[src/rtl/rps_pkg.sv]
// Shared definitions for the rock/paper/scissors match logic.
//   seq_state_t   : round_sequencer state encoding
//   CHOICE_*      : player/computer choice codes used by the game controller
//   SCORE_W       : width of the per-side score counters
package rps_pkg;

    localparam int SCORE_W = 4;

    localparam logic [1:0] CHOICE_NONE     = 2'b00;
    localparam logic [1:0] CHOICE_ROCK     = 2'b01;
    localparam logic [1:0] CHOICE_PAPER    = 2'b10;
    localparam logic [1:0] CHOICE_SCISSORS = 2'b11;

    typedef enum logic [2:0] {
        ST_IDLE,
        ST_WAIT_CHOICE,
        ST_LOCK,
        ST_SAMPLE,
        ST_RESULT,
        ST_MATCH_OVER
    } seq_state_t;

endpackage

[src/rtl/round_timer.sv]
// Loadable down-counter shared by the choice window and the result hold.
//   clock, reset_button : system clock, synchronous active-high reset
//   load, load_value    : start a new interval of load_value cycles
//   expired             : high during the last cycle of the loaded interval
module round_timer #(
    parameter int WIDTH = 10
) (
    input  logic             clock,
    input  logic             reset_button,
    input  logic             load,
    input  logic [WIDTH-1:0] load_value,
    output logic             expired
);

    logic [WIDTH-1:0] count;

    // NOTE: state is updated with non-blocking assignments so every register
    // samples pre-edge values, independent of process evaluation order.
    always_ff @(posedge clock) begin
        if (reset_button) begin
            count <= '0;
        end else if (load) begin
            count <= load_value;
        end else if (count != '0) begin
            count <= count - WIDTH'(1);
        end
    end

    // The first cycle after a load sees load_value, so the interval's last
    // cycle is the one where the count has come down to 1.
    assign expired = (count == WIDTH'(1));

endmodule

[src/rtl/round_sequencer.sv]
// Match-level sequencer driving the game controller: starts rounds, waits for
// a player choice, locks the controller in, samples win/lose and keeps score.
//   clock, reset_button           : system clock, synchronous active-high reset
//   start_button                  : level input, rising edge starts a match
//   player_chosen                 : controller has a non-NONE player choice
//   win_led, lose_led             : controller round result
//   stop_signal                   : lock-in to the controller
//   round_reset                   : one-cycle pulse clearing the player choice
//   player_score, computer_score  : rounds won per side
//   tie_count                     : tied rounds, saturating
//   match_over, match_won         : match finished / player won it
//   protocol_error                : sticky, both LEDs seen high together
module round_sequencer
    import rps_pkg::*;
#(
    parameter int ROUNDS_TO_WIN  = 3,
    parameter int CHOICE_TIMEOUT = 1000,
    parameter int RESULT_HOLD    = 8
) (
    input  logic               clock,
    input  logic               reset_button,
    input  logic               start_button,
    input  logic               player_chosen,
    input  logic               win_led,
    input  logic               lose_led,
    output logic               stop_signal,
    output logic               round_reset,
    output logic [SCORE_W-1:0] player_score,
    output logic [SCORE_W-1:0] computer_score,
    output logic [7:0]         tie_count,
    output logic               match_over,
    output logic               match_won,
    output logic               protocol_error
);

    localparam int TIMER_MAX = (CHOICE_TIMEOUT > RESULT_HOLD) ? CHOICE_TIMEOUT : RESULT_HOLD;
    localparam int TIMER_W   = $clog2(TIMER_MAX + 1);

    localparam logic [SCORE_W-1:0] WIN_SCORE   = SCORE_W'(ROUNDS_TO_WIN);
    localparam logic [TIMER_W-1:0] CHOICE_LOAD = TIMER_W'(CHOICE_TIMEOUT);
    localparam logic [TIMER_W-1:0] HOLD_LOAD   = TIMER_W'(RESULT_HOLD);

    seq_state_t         state_q, state_d;
    logic               start_q;
    logic               start_edge;
    logic [SCORE_W-1:0] player_d, computer_d;
    logic [7:0]         tie_d;
    logic               error_d, stop_d, round_reset_d, match_over_d, match_won_d;
    logic               timer_load;
    logic [TIMER_W-1:0] timer_value;
    logic               timer_expired;

    assign start_edge = start_button & ~start_q;

    round_timer #(.WIDTH(TIMER_W)) u_timer (
        .clock        (clock),
        .reset_button (reset_button),
        .load         (timer_load),
        .load_value   (timer_value),
        .expired      (timer_expired)
    );

    // All outputs are registered; the combinational block below only
    // computes their next values.
    always_ff @(posedge clock) begin
        // Tracking the button even in reset means a button held through
        // reset reads as "already pressed" and needs a release first.
        start_q <= start_button;
        if (reset_button) begin
            state_q        <= ST_IDLE;
            stop_signal    <= 1'b0;
            round_reset    <= 1'b0;
            player_score   <= '0;
            computer_score <= '0;
            tie_count      <= '0;
            match_over     <= 1'b0;
            match_won      <= 1'b0;
            protocol_error <= 1'b0;
        end else begin
            state_q        <= state_d;
            stop_signal    <= stop_d;
            round_reset    <= round_reset_d;
            player_score   <= player_d;
            computer_score <= computer_d;
            tie_count      <= tie_d;
            match_over     <= match_over_d;
            match_won      <= match_won_d;
            protocol_error <= error_d;
        end
    end

    always_comb begin
        // NOTE: every signal gets a default before the case so no path
        // leaves one unassigned, which would otherwise infer a latch.
        state_d       = state_q;
        player_d      = player_score;
        computer_d    = computer_score;
        tie_d         = tie_count;
        error_d       = protocol_error;
        stop_d        = stop_signal;
        round_reset_d = 1'b0;
        match_over_d  = match_over;
        match_won_d   = match_won;
        timer_load    = 1'b0;
        timer_value   = CHOICE_LOAD;

        case (state_q)
            ST_IDLE, ST_MATCH_OVER: begin
                if (start_edge) begin
                    player_d      = '0;
                    computer_d    = '0;
                    tie_d         = '0;
                    error_d       = 1'b0;
                    stop_d        = 1'b0;
                    match_over_d  = 1'b0;
                    match_won_d   = 1'b0;
                    round_reset_d = 1'b1;
                    timer_load    = 1'b1;
                    timer_value   = CHOICE_LOAD;
                    state_d       = ST_WAIT_CHOICE;
                end
            end

            ST_WAIT_CHOICE: begin
                // A choice arriving in the expiry cycle still counts.
                if (player_chosen) begin
                    stop_d  = 1'b1;
                    state_d = ST_LOCK;
                end else if (timer_expired) begin
                    // Forfeit: nothing was chosen, so the controller is never
                    // locked and stop_signal stays low for the hold period.
                    if (computer_score != WIN_SCORE) begin
                        computer_d = computer_score + SCORE_W'(1);
                    end
                    timer_load  = 1'b1;
                    timer_value = HOLD_LOAD;
                    state_d     = ST_RESULT;
                end
            end

            // One full lock-in cycle lets the controller freeze its own choice
            // before the LEDs are trusted.
            ST_LOCK: state_d = ST_SAMPLE;

            ST_SAMPLE: begin
                case ({win_led, lose_led})
                    2'b10: if (player_score != WIN_SCORE) player_d = player_score + SCORE_W'(1);
                    2'b01: if (computer_score != WIN_SCORE) computer_d = computer_score + SCORE_W'(1);
                    default: begin
                        // Both LEDs together is illegal; score it as a tie.
                        if (tie_count != 8'hFF) tie_d = tie_count + 8'd1;
                        if (win_led) error_d = 1'b1;
                    end
                endcase
                timer_load  = 1'b1;
                timer_value = HOLD_LOAD;
                state_d     = ST_RESULT;
            end

            ST_RESULT: begin
                if (timer_expired) begin
                    if (player_score == WIN_SCORE || computer_score == WIN_SCORE) begin
                        stop_d       = 1'b1;
                        match_over_d = 1'b1;
                        match_won_d  = (player_score == WIN_SCORE);
                        state_d      = ST_MATCH_OVER;
                    end else begin
                        stop_d        = 1'b0;
                        round_reset_d = 1'b1;
                        timer_load    = 1'b1;
                        timer_value   = CHOICE_LOAD;
                        state_d       = ST_WAIT_CHOICE;
                    end
                end
            end

            default: state_d = ST_IDLE;
        endcase
    end

endmodule

[config.mk]
export PLATFORM = sky130hd
export DESIGN_NAME = round_sequencer
export DESIGN_NICKNAME = d
export VERILOG_FILES = /design/src/rtl/rps_pkg.sv /design/src/rtl/round_timer.sv /design/src/rtl/round_sequencer.sv
export SDC_FILE = /design/constraint.sdc
export NUM_CORES = 1
export LEC_CHECK = 0
export CORE_MARGIN = 2
export CORE_UTILIZATION = 50
export CTS_CLUSTER_DIAMETER = 200
export DETAILED_ROUTE_END_ITERATION = 8
export PLACE_DENSITY = 0.84
export SYNTH_ARGS = -nofsm -noshare
export SYNTH_HDL_FRONTEND = slang
export SYNTH_HIERARCHICAL = 1
export SYNTH_SLANG_ARGS = --single-unit
export TNS_END_PERCENT = 1
[constraint.sdc]
create_clock -name clock -period 2.22 [get_ports clock]
set_input_delay 0.444 -clock clock [delete_from_list [all_inputs] [get_ports clock]]
set_output_delay 0.444 -clock clock [all_outputs]
set_load 0.05 [all_outputs]
# Yosys cells after proc, flatten, opt, wreduce, memory -nomap -nowiden
# Index checks and enable logic that the tools add are counted.
# classes
eq_ne	26
reduce_logical	17
n_mux	45
addsub	4
n_bitwise	2
# op_table
op	count
$mux 10	4
$mux 4	7
$mux 8	3
$ne 2x2->1 const B	12
$pmux 10 s2	1
$reduce_and 4->1	5
$pmux 8 s2	1
$mux 1	15
$mux 3	5
$pmux 3 s5	1
$pmux 4 s3	1
$eq 10x1->1 const B	1
$reduce_bool 10->1	1
$sub 10x1->10 const B	1
$add 4x1->4 const B	2
$add 8x1->8 const B	1
$eq 4x2->1 const B	2
$ne 4x2->1 const B	2
$ne 8x8->1 const B	1
$pmux 1 s2	4
$pmux 4 s2	1
$eq 3x2->1 const B	2
$eq 3x3->1 const B	2
$reduce_bool 2->1	3
other kinds (14)	16
# totals
in_bits	6
reg_bits	35
elab_cells	105
out_inout_bits	21

# Logic depth before layout (Yosys ltp)
# logic_depth
depth_word	6
depth_mapped	11
mapped_depth_nobuf	10

# Modules after synthesis
# Netlist, hierarchy kept.
# by_module_without_submodules
mod	seq_area_each_um2	area_per_inst_um2	n_inst	cells_per_inst
round_sequencer	500.5	1475.2	1	173
round_timer	200.2	608.1	1	72

# Worst setup path after synthesis
# No wires, ideal clock.
# synth_path
path_type	register to register
from	reg u_timer.count[4]
to	reg u_timer.count[6]
setup_time_ns	0.119
synth_period_minus_slack_ns	2.348
n_path_buf	1
stages_incl_launch_ff	10
t_arrival_ns	2.230
required_ns	2.101
path_slack_ns	-0.128
path_cell_list	dfxtp_1 -> nor4_4 -> and2_2 -> and3_1 -> nor2b_1 -> o21bai_1 -> nand2_1 -> inv_1 -> clkbuf_1 -> o221a_2
# synth_between
elab_chain_cells	5
word_cells_on_any_way	13
cone_classes	add/sub: 1; eq/ne: 1; mux: 9; reduce/logical: 2
# synth_lines
element	line_no	text
start, declared	round_timer.sv:15	logic [WIDTH-1:0] count;
start signal, assigned	round_timer.sv:23	count <= load_value;
start signal, assigned	round_timer.sv:25	count <= count - WIDTH'(1);
$eq 10x1->1 *	round_timer.sv:31	assign expired = (count == WIDTH'(1));
via timer_expired	round_sequencer.sv:51	logic timer_expired;
$mux 1	round_sequencer.sv:129	end else if (timer_expired) begin
$mux 1	round_sequencer.sv:126	if (player_chosen) begin
$pmux 1 s4 *	round_sequencer.sv:107	case (state_q)
via timer_load	round_sequencer.sv:49	logic timer_load;
$mux 10 / $reduce_bool 2->1 (equally long branches)	n/a	
# Mark *: on every way through the listed nets, which the timed path passes. The rest lies on a longest branch. The select of a mux whose other input is x is not followed.
# A chain may end at the register's enable or synchronous reset.

# Worst setup path after layout
# Same ends and word-level chain as after synthesis.

==> impl_metrics.toml <==
[outcome]
status = "finished clean"

[critical_path]
cp_data_arrival_time_ns = 2.40
r2r-start = "u_timer/count[4]"
critPathTopFamily = "simple AND/OR/NAND/NOR gates"
cp-start-kind = "flop"
reg2reg_depth = 8
timing.critical_path.buf_inv = 1
worstSetupPathType = "flop to flop"
cp_slowest_cell = "dfxtp_1"
crit_path_max_fanout = 6
crit_chain = "nor4_4 -> and2_4 -> and3_2 -> nand2_1 -> o31a_1 -> nand2_2 -> clkinvlp_4 -> o221a_2"
reg2reg_slack_ns = 0.003
max_stage_delay_ns = 0.34
worstPathRequired_ns = 2.41
r2r-end = "u_timer/count[6]"
cp-startpoint = "u_timer/count[4]"
cp-end-kind = "flop"

[synth]
netlist_instances = 245
synth_common_cells = "dfxtp_1, nand2_1, nor2_1"
async_flop_share = 0
synth_top_area_share = 0.336
yosys_warnings = 6
synthTopCellsByArea = "dfxtp_1, nand2_1, a21oi_1"
yosysMostFrequentCell = "dfxtp_1"
synth-seq-cells = 35
synth-edff-count = 0
ys.flop_type = "dfxtp_1"
avgSynthCellArea_um2 = 8.50
yosys.cell_types.count = 59
synth_area_um2 = 2080
synth_top_area_cell = "dfxtp_1"
ys_seq_area_frac = 0.336

[place]
dp.final_hpwl_mm = 3.45
numPortBuffers = 26
dp_cells = 329
gp_congestion = 0.786

[cts]
clkTransAtPathRegs_ns = 0.07
cts_max_level = 2
cts_tree = "done"
clockBufferDepth = 2
clock-sinks = 35
cts_root_buf = "clkbuf_8"
clkLatencyLatePin_ns = 0.30
cts-buffers-inserted = 5

[global_routing]
grt_max_degree = 25
antenna_found_initial = 0
grt_first_pass_wirelength_mm = 8.17
grt.total_usage = 0.232
grt_overflow = 0
grt_pass1_vias = 1755

[worst_hold_path]
hold_path_end = "computer_score[3]"
min_delay_path_depth = 2
worstHoldStart = "computer_score[3]"
holdCritPathClass = "flop to flop"

[drt]
vias = 2039
vias_per_cell = 6.00
drt_iter0_drc = 132
drc_errors = 0
wl_per_cell_um = 15.7
wirelength_mm = 5.35
wl_met3_um = 269
met1_length_mm = 2.44
drt_pass1_iterations = 4
wl_met2_mm = 2.57
highest_layer = "met4"
ant_nets = 0

[power_and_ir_drop]
power.density_nw_per_um2 = 1140
p_leak_uw = 0.000995
ir_drop_mv = 0.791

[timing]
max_freq_mhz = 451
final.setup.tns_ns = 0
drv_slew = 0
worst_pin_slew_ns = 0.630
clock_skew_ns = 0.00850
period_share = 0.999
hold_ws_ns = 0.494
period_needed_ns = 2.22
setup_violations = 0
hold_viol = 0
relSlewSlack = 0.579

[final_layout]
fillers = 311
fin_nets = 302
fin_util = 0.660
areaGrowthSynthToFinish_pct = 26.8
diodes = 0
drive_above_1_share = 0.197
fin_cells = 340

[die]
die-area_um2 = 4700
fp.dieW_um = 68.6
die_height_um = 68.6
num_rows = 23
core_area_um2 = 4000
io_pins = 27
initial_core_util = 0.521

[flow_run]
drv_cap = 0
## cell usage in the layout (no fill, tap or decap), drive strengths merged, types with 5 or more instances in the layout
cell,n
dfxtp,35
nand2,28
clkdlybuf4s50,26
nor2,19
a21oi,18
buf,17
nand3,14
inv,11
nor3,8
o21ai,8
ha,7
clkbuf,6
nor3b,6
conb,5
xnor2,5
## flip-flops by register name (all words and copies together), names as in the netlist
signal,count
computer_score,4
match_won,1
start_q,1
u_timer/count,10
player_score,4
match_over,1
stop_signal,1
tie_count,8
round_reset,1
state_q,3
protocol_error,1
## per-stage QoR
step                      instance area, um^2  total power [uW]  worst slack, ns
final                                    2640              3000          0.00289
after global routing                     2640              3170          -0.0862
after CTS                                2610              2900           0.0739
after detailed placement                 2490              2280           0.0373
after global placement                   2490              2260           0.0745
after floorplan                          2110              1960          0.00329
## power breakdown
part	leakage [uW]	switching, uW	total [uW]	internal, uW
registers	0.000288	178	935	757
clock network	0.0000612	245	608	363
logic	0.000645	775	1460	685
## repair_timing
item | in CTS | in global routing
gates resized for setup | 0 | 6
endpoints found under the setup margin | 0 | 7
setup buffers | 0 | 2
hold buffers | 0 | 0
## worst min-delay path, cell delays in order, from the launching register on
cell	delay, ns
dfxtp_1	0.34
nand2_1	0.06
mux2i_1	0.05
## final cells by class
type,instances,area (um^2),share of cell area
multi-input cells,191,1300,0.492
inverters,12,48.8,0.0185
well taps,50,62.6,0.0237
repair buffers,43,400,0.152
clock inverters,2,35.0,0.0133
repair inverters,1,5.00,0.00189
flip-flops and latches,35,707,0.268
clock buffers,6,82.6,0.0313
## worst max-delay path by stage
| stage | cells past startpoint | to |
|---|---|---|
| floorplan | 9 | u_timer/count[6] |
| global placement | 7 | tie_count[3] |
| detailed placement | 7 | tie_count[3] |
| CTS | 10 | u_timer/count[7] |
| global route | 10 | u_timer/count[5] |
| finish | 8 | u_timer/count[6] |
## logic make-up after synthesis
logic type                 count (synthesis)  synth area share
AOI/OAI and AO/OA                         65             0.226
xor gates and xnor gates                   5            0.0300
adders and majority gates                  7            0.0420
buffers and inverters                     22            0.0522
DFF                                       35             0.336
muxes                                      6            0.0300
other                                      2           0.00360
and+or+nand+nor                          103             0.279
## layer usage
layer | global-route usage | vias up
met5 | 0 | -
met4 | 0.0875 | 0
met3 | 0.0584 | 7
met2 | 0.349 | 63
met1 | 0.318 | 976
li1 | - | 993
Note: power is estimated with default switching activity, not from simulation.
